`config.mk`:
```
export PLATFORM = sky130hd
export DESIGN_NAME = randomnum
export DESIGN_NICKNAME = d
export VERILOG_FILES = /design/src/rtl/randomnum.sv
export SDC_FILE = /design/constraint.sdc
export NUM_CORES = 1
export LEC_CHECK = 0
export CAP_MARGIN = 40
export CORE_MARGIN = 2
export CORE_UTILIZATION = 59
export CTS_CLUSTER_DIAMETER = 80
export DETAILED_ROUTE_END_ITERATION = 16
export PLACE_DENSITY = 0.81
export SKIP_LAST_GASP = 1
export SLEW_MARGIN = 40
export SYNTH_ARGS = -nofsm -noshare
export SYNTH_HDL_FRONTEND = slang
export SYNTH_SLANG_ARGS = --single-unit
export TNS_END_PERCENT = 50
```
`constraint.sdc`:
```
create_clock -name clk -period 6 [get_ports clk]
set_input_delay 0.6 -clock clk [delete_from_list [all_inputs] [get_ports clk]]
set_output_delay 0.6 -clock clk [all_outputs]
set_load 0.01 [all_outputs]
```
`src/rtl/randomnum.sv`:
```
// Pseudo-random mole selector: a free-running 8-bit LFSR picks one of 8 positions each hold period.
// Latency: one cycle from the first EN=1 edge to a lit mole; a new mole every HOLD_CYCLES cycles.
// Backpressure: none. EN=0 blanks the output at the next edge and aborts any hold in progress.
//
// Ports:
//   clk      - system clock, all state updates on the rising edge
//   rst      - synchronous active-low reset (0 = reset), overrides EN
//   EN       - active-high enable for mole selection
//   data_out - active-low one-hot mole select, 8'hFF when no mole is lit
//
// Parameters:
//   SEED        - LFSR reset value; 0 is replaced by 8'h01 (0 is the lock-up state)
//   HOLD_CYCLES - cycles each mole stays lit, 1..65535
//
// Build option:
//   RANDOMNUM_NO_REPEAT_EN - when defined, a selection that would land on the previous
//   position is bumped to the next one (mod 8), so continuous play never repeats a mole.

module randomnum #(
  parameter logic [7:0] SEED        = 8'h01,
  parameter int         HOLD_CYCLES = 10
) (
  input  logic       clk,
  input  logic       rst,
  input  logic       EN,
  output logic [7:0] data_out
);

  // All-zero is the one state a XOR-feedback LFSR can never leave.
  localparam logic [7:0]  SEED_EFF    = (SEED == 8'h00) ? 8'h01 : SEED;
  localparam logic [15:0] HOLD_RELOAD = 16'(HOLD_CYCLES - 1);

`ifdef RANDOMNUM_NO_REPEAT_EN
  localparam bit NO_REPEAT = 1'b1;
`else
  localparam bit NO_REPEAT = 1'b0;
`endif

  logic [7:0]  lfsr;
  logic [7:0]  lfsr_next;
  logic        fb;
  logic [15:0] cnt;
  logic [2:0]  prev_idx;
  logic [2:0]  sel_idx;
  logic        repeat_hit;

  // Fibonacci taps for x^8+x^6+x^5+x^4+1 (maximal length, period 255).
  assign fb = lfsr[7] ^ lfsr[5] ^ lfsr[4] ^ lfsr[3];

  always_comb begin
    lfsr_next = {lfsr[6:0], fb};
    // Lock-up guard: should the register ever hold zero, restart the sequence.
    if (lfsr == 8'h00) begin
      lfsr_next = 8'h01;
    end
  end

  // Selection uses the pre-shift LFSR value at the select edge.
  assign repeat_hit = (lfsr[2:0] == prev_idx);

  always_comb begin
    sel_idx = lfsr[2:0];
    if (NO_REPEAT && repeat_hit) begin
      sel_idx = lfsr[2:0] + 3'd1;
    end
  end

  always_ff @(posedge clk) begin
    if (!rst) begin
      lfsr     <= SEED_EFF;
      cnt      <= 16'd0;
      prev_idx <= 3'd0;
      data_out <= 8'hFF;
    end else begin
      // LFSR free-runs regardless of EN.
      lfsr <= lfsr_next;
      if (!EN) begin
        // Dropping EN blanks the output and clears the hold, so the next
        // enabled edge selects immediately with a fresh full hold.
        data_out <= 8'hFF;
        cnt      <= 16'd0;
      end else if (cnt == 16'd0) begin
        data_out <= ~(8'b0000_0001 << sel_idx);
        prev_idx <= sel_idx;
        cnt      <= HOLD_RELOAD;
      end else begin
        cnt <= cnt - 16'd1;
      end
    end
  end

endmodule

```
==> impl_metrics.toml <==
[synth]
synth_edf_count = 0
synth_top_family_by_area = "simple AND/OR/NAND/NOR gates"
synth_top_flop_cell = "dfxtp_1"
synth_seq_area_share_pct = 48.9
synth_cell_types = 30
synth_area_sq_um = 1310
yosysWarnings = 0
synth_xor_area_share_pct = 5.34
yosys_register_bits = 32
syn-mean-instance-area_sq_um = 9.37
synthTopCellsByArea = "dfxtp_1 (49%), o21ai_0 (5.0%), nor2_1 (4.9%)"
syn_inst = 140
ys_async_sr_fraction_pct = 0
synthAdderAreaFrac_pct = 0.954
synth_compound_area_share_pct = 13.2
muxShareOfSynthArea_pct = 0
synth_top_area_cell = "dfxtp_1"
synth_nets = 144
yosys.area_share.simple_pct = 28.9
synth_top_area_share_pct = 48.9

[timing]
slew_viol_final = 0
post-route-period-util_pct = 41.3
fmax_ghz = 0.404
worst_pin_slew_ns = 0.743
timing.final.hold_violations = 0
setup_viol = 0
relSlewSlack_pct = 50.1
tns_ns = 0
fin_crit_ns = 2.48
rsz0062_at_grt = "false"
fin_skew_ns = 0.00669

[global_route]
grt_use_total_pct = 21.4
globalRouteMet3Util_pct = 5.26
global_route.usage.met2_pct = 38.5
grt_most_used_layer = "met2"
grt-ovfl-total = 0
grt_antenna_before_repair = 0
grt_util_met1_pct = 22.9
grt_max_degree = 19
grt_pass1_wl_mm = 4.09
grt_pass1_vias = 978

[floorplan]
rows = 17
initial_core_util_pct = 61.0
core_region_area_sq_um = 2150
ios = 11
die_h_um = 51.1
dieArea_sq_um = 2620
die_w_um = 51.1

[clock_tree]
path_clk_slew_ns = 0.09
worstSkewPairLatency_ns = 0.33
post_cts_resized = 0
cts.sinks = 32
cts_root_buffer = "clkbuf_4"
htree_levels = 2
cts_tree = "yes"
cts_hold_buf = 0
post_cts_buffers = 0
ctsLongestPathBuffers = 2
numCtsBuffers = 5

[layout]
final_common_cell = "dfxtp_1"
final_nets = 154
drive_gt1_share_pct = 7.33
seqCellArea_sq_um = 641
fill_cells = 179
antenna_cells = 0
layout_common_cells = "dfxtp_1 (32), nor2_1 (17), o21ai_0 (13)"
multi_input_comb_area_sq_um = 646
area_growth_pct = 13.9
fin_util_pct = 69.5

[power_and_ir_drop]
peakVddDrop_mv = 0.530
leakagePower_uw = 0.000581
intPower_uw = 548
power_frac_clock_pct = 14.0
seqPwrFrac_pct = 34.8
powerDensity_nw_per_um2 = 639
swShare_pct = 42.5
comb_power_share_pct = 51.1
netSwitchingPower_uw = 406

[critical_path]
path_delay_family = "simple AND/OR/NAND/NOR gates"
endpoint_kind = "flop"
timing.rr.start = "cnt[0]$_SDFF_PN0_"
slowest_delay_ns = 0.64
crit_fanout = 18
path_cells = "inv_1, ha_1, or4b_1, nor4_4, nor4bb_1, o21ai_0"
critical-path-slowest-cell = "or4b_1"
crit_buf_inv = 1
cp-start-kind = "flop"
rr_worst_depth = 6
rr_endpoint = "data_out[1]$_SDFFE_PN1N_"
reg2reg_slack_ns = 3.53
critPathKind = "reg2reg"
arrival_ns = 2.67
required_ns = 6.20

[detailed_routing]
avgRoutedWirePerCell_um = 13.3
drtIter0Drc = 16
viasPerCell = 5.75
ant_nets = 0
drc_errors = 0
vias = 1023
first_pass_iters = 4
routed_wl_mm = 2.37

[hold_path]
min_path_cells = 1
min_from = "lfsr[6]$_SDFF_PP0_"
hold_path.class = "reg2reg"
min_to = "lfsr[7]$_SDFF_PP0_"

[placement]
dp_hpwl_mm = 1.65
globalplace.congestion = 0.695
io_buffers = 10

[flow_run]
drv_cap = 0

[outcome]
outcome = "finished clean"
[power by group through the flow]
| stage | Sequential, uW | Clock [uW] | Combinational, uW |
|---|---|---|---|
| after floorplan | 317 | 0 | 418 |
| after detailed placement | 337 | 0 | 485 |
| after global placement | 331 | 0 | 457 |
| final | 332 | 134 | 488 |
| after CTS | 331 | 136 | 492 |
| after global routing | 341 | 143 | 539 |
[cell usage after synthesis (all sizes together), types with 3 or more instances]
cell and count:
and4b 3, nor2 17, or3 7, a21oi 9, nor4 5, xnor2 7
clkbuf 5, dfxtp 32, nand2 5, nor3 4, o31ai 3, or4 4
and2 8, o21ai 13
[worst max path at each step]
stage                                  from                       end  slack [ns]  cells after the start
after floorplan           cnt[0]$_SDFF_PN0_        cnt[10]$_SDFF_PP0_        4.04                      7
after global placement    cnt[0]$_SDFF_PN0_         cnt[1]$_SDFF_PP0_        3.61                      5
after detailed placement  cnt[0]$_SDFF_PN0_  data_out[1]$_SDFFE_PN1N_        3.54                      6
after CTS                 cnt[0]$_SDFF_PN0_  data_out[1]$_SDFFE_PN1N_        3.53                      6
after global routing      cnt[0]$_SDFF_PN0_  data_out[4]$_SDFFE_PN1N_        3.34                      6
final                     cnt[0]$_SDFF_PN0_  data_out[1]$_SDFFE_PN1N_        3.53                      6
[flip-flops by register name (all words and copies together) (netlist names)]
register  count
lfsr          8
cnt          16
data_out      8
[cell type report]
cell class | count | share of cell area [%]
Clock buffer | 7 | 4.36
Inverter | 2 | 0.503
Multi-Input combinational cell | 99 | 43.2
Sequential cell | 32 | 42.9
Tap cell | 28 | 2.35
Timing Repair Buffer | 10 | 6.70
[metal layers]
| metal | routed length [um] | part of all wire, % |
|---|---|---|
| met1 | 1000 | 42 |
| met2 | 1270 | 54 |
| met3 | 50 | 2.1 |
| met4 | 38 | 1.6 |
| met5 | 0 | 0 |
[through the flow]
stage	setup WS (ns)	area, sq um	power (uW)	std cells	hold slack [ns]
6_report	3.53	1490	955	178	0.472
4_1_cts	3.53	1490	960	178	0.474
2_1_floorplan	4.04	1310	735	140	0.431
3_3_place_gp	3.61	1420	788	171	0.448
3_5_place_dp	3.54	1430	821	171	0.454
5_1_grt	3.34	1490	1020	178	0.501
[logic make-up after synthesis]
group | after synthesis
AOI/OAI and AO/OA | 29
xor gates and xnor gates | 8
adders and majority gates | 1
buffers and inverters | 9
DFF | 32
and+or+nand+nor | 61
Note: power is estimated with default switching activity, not from simulation.
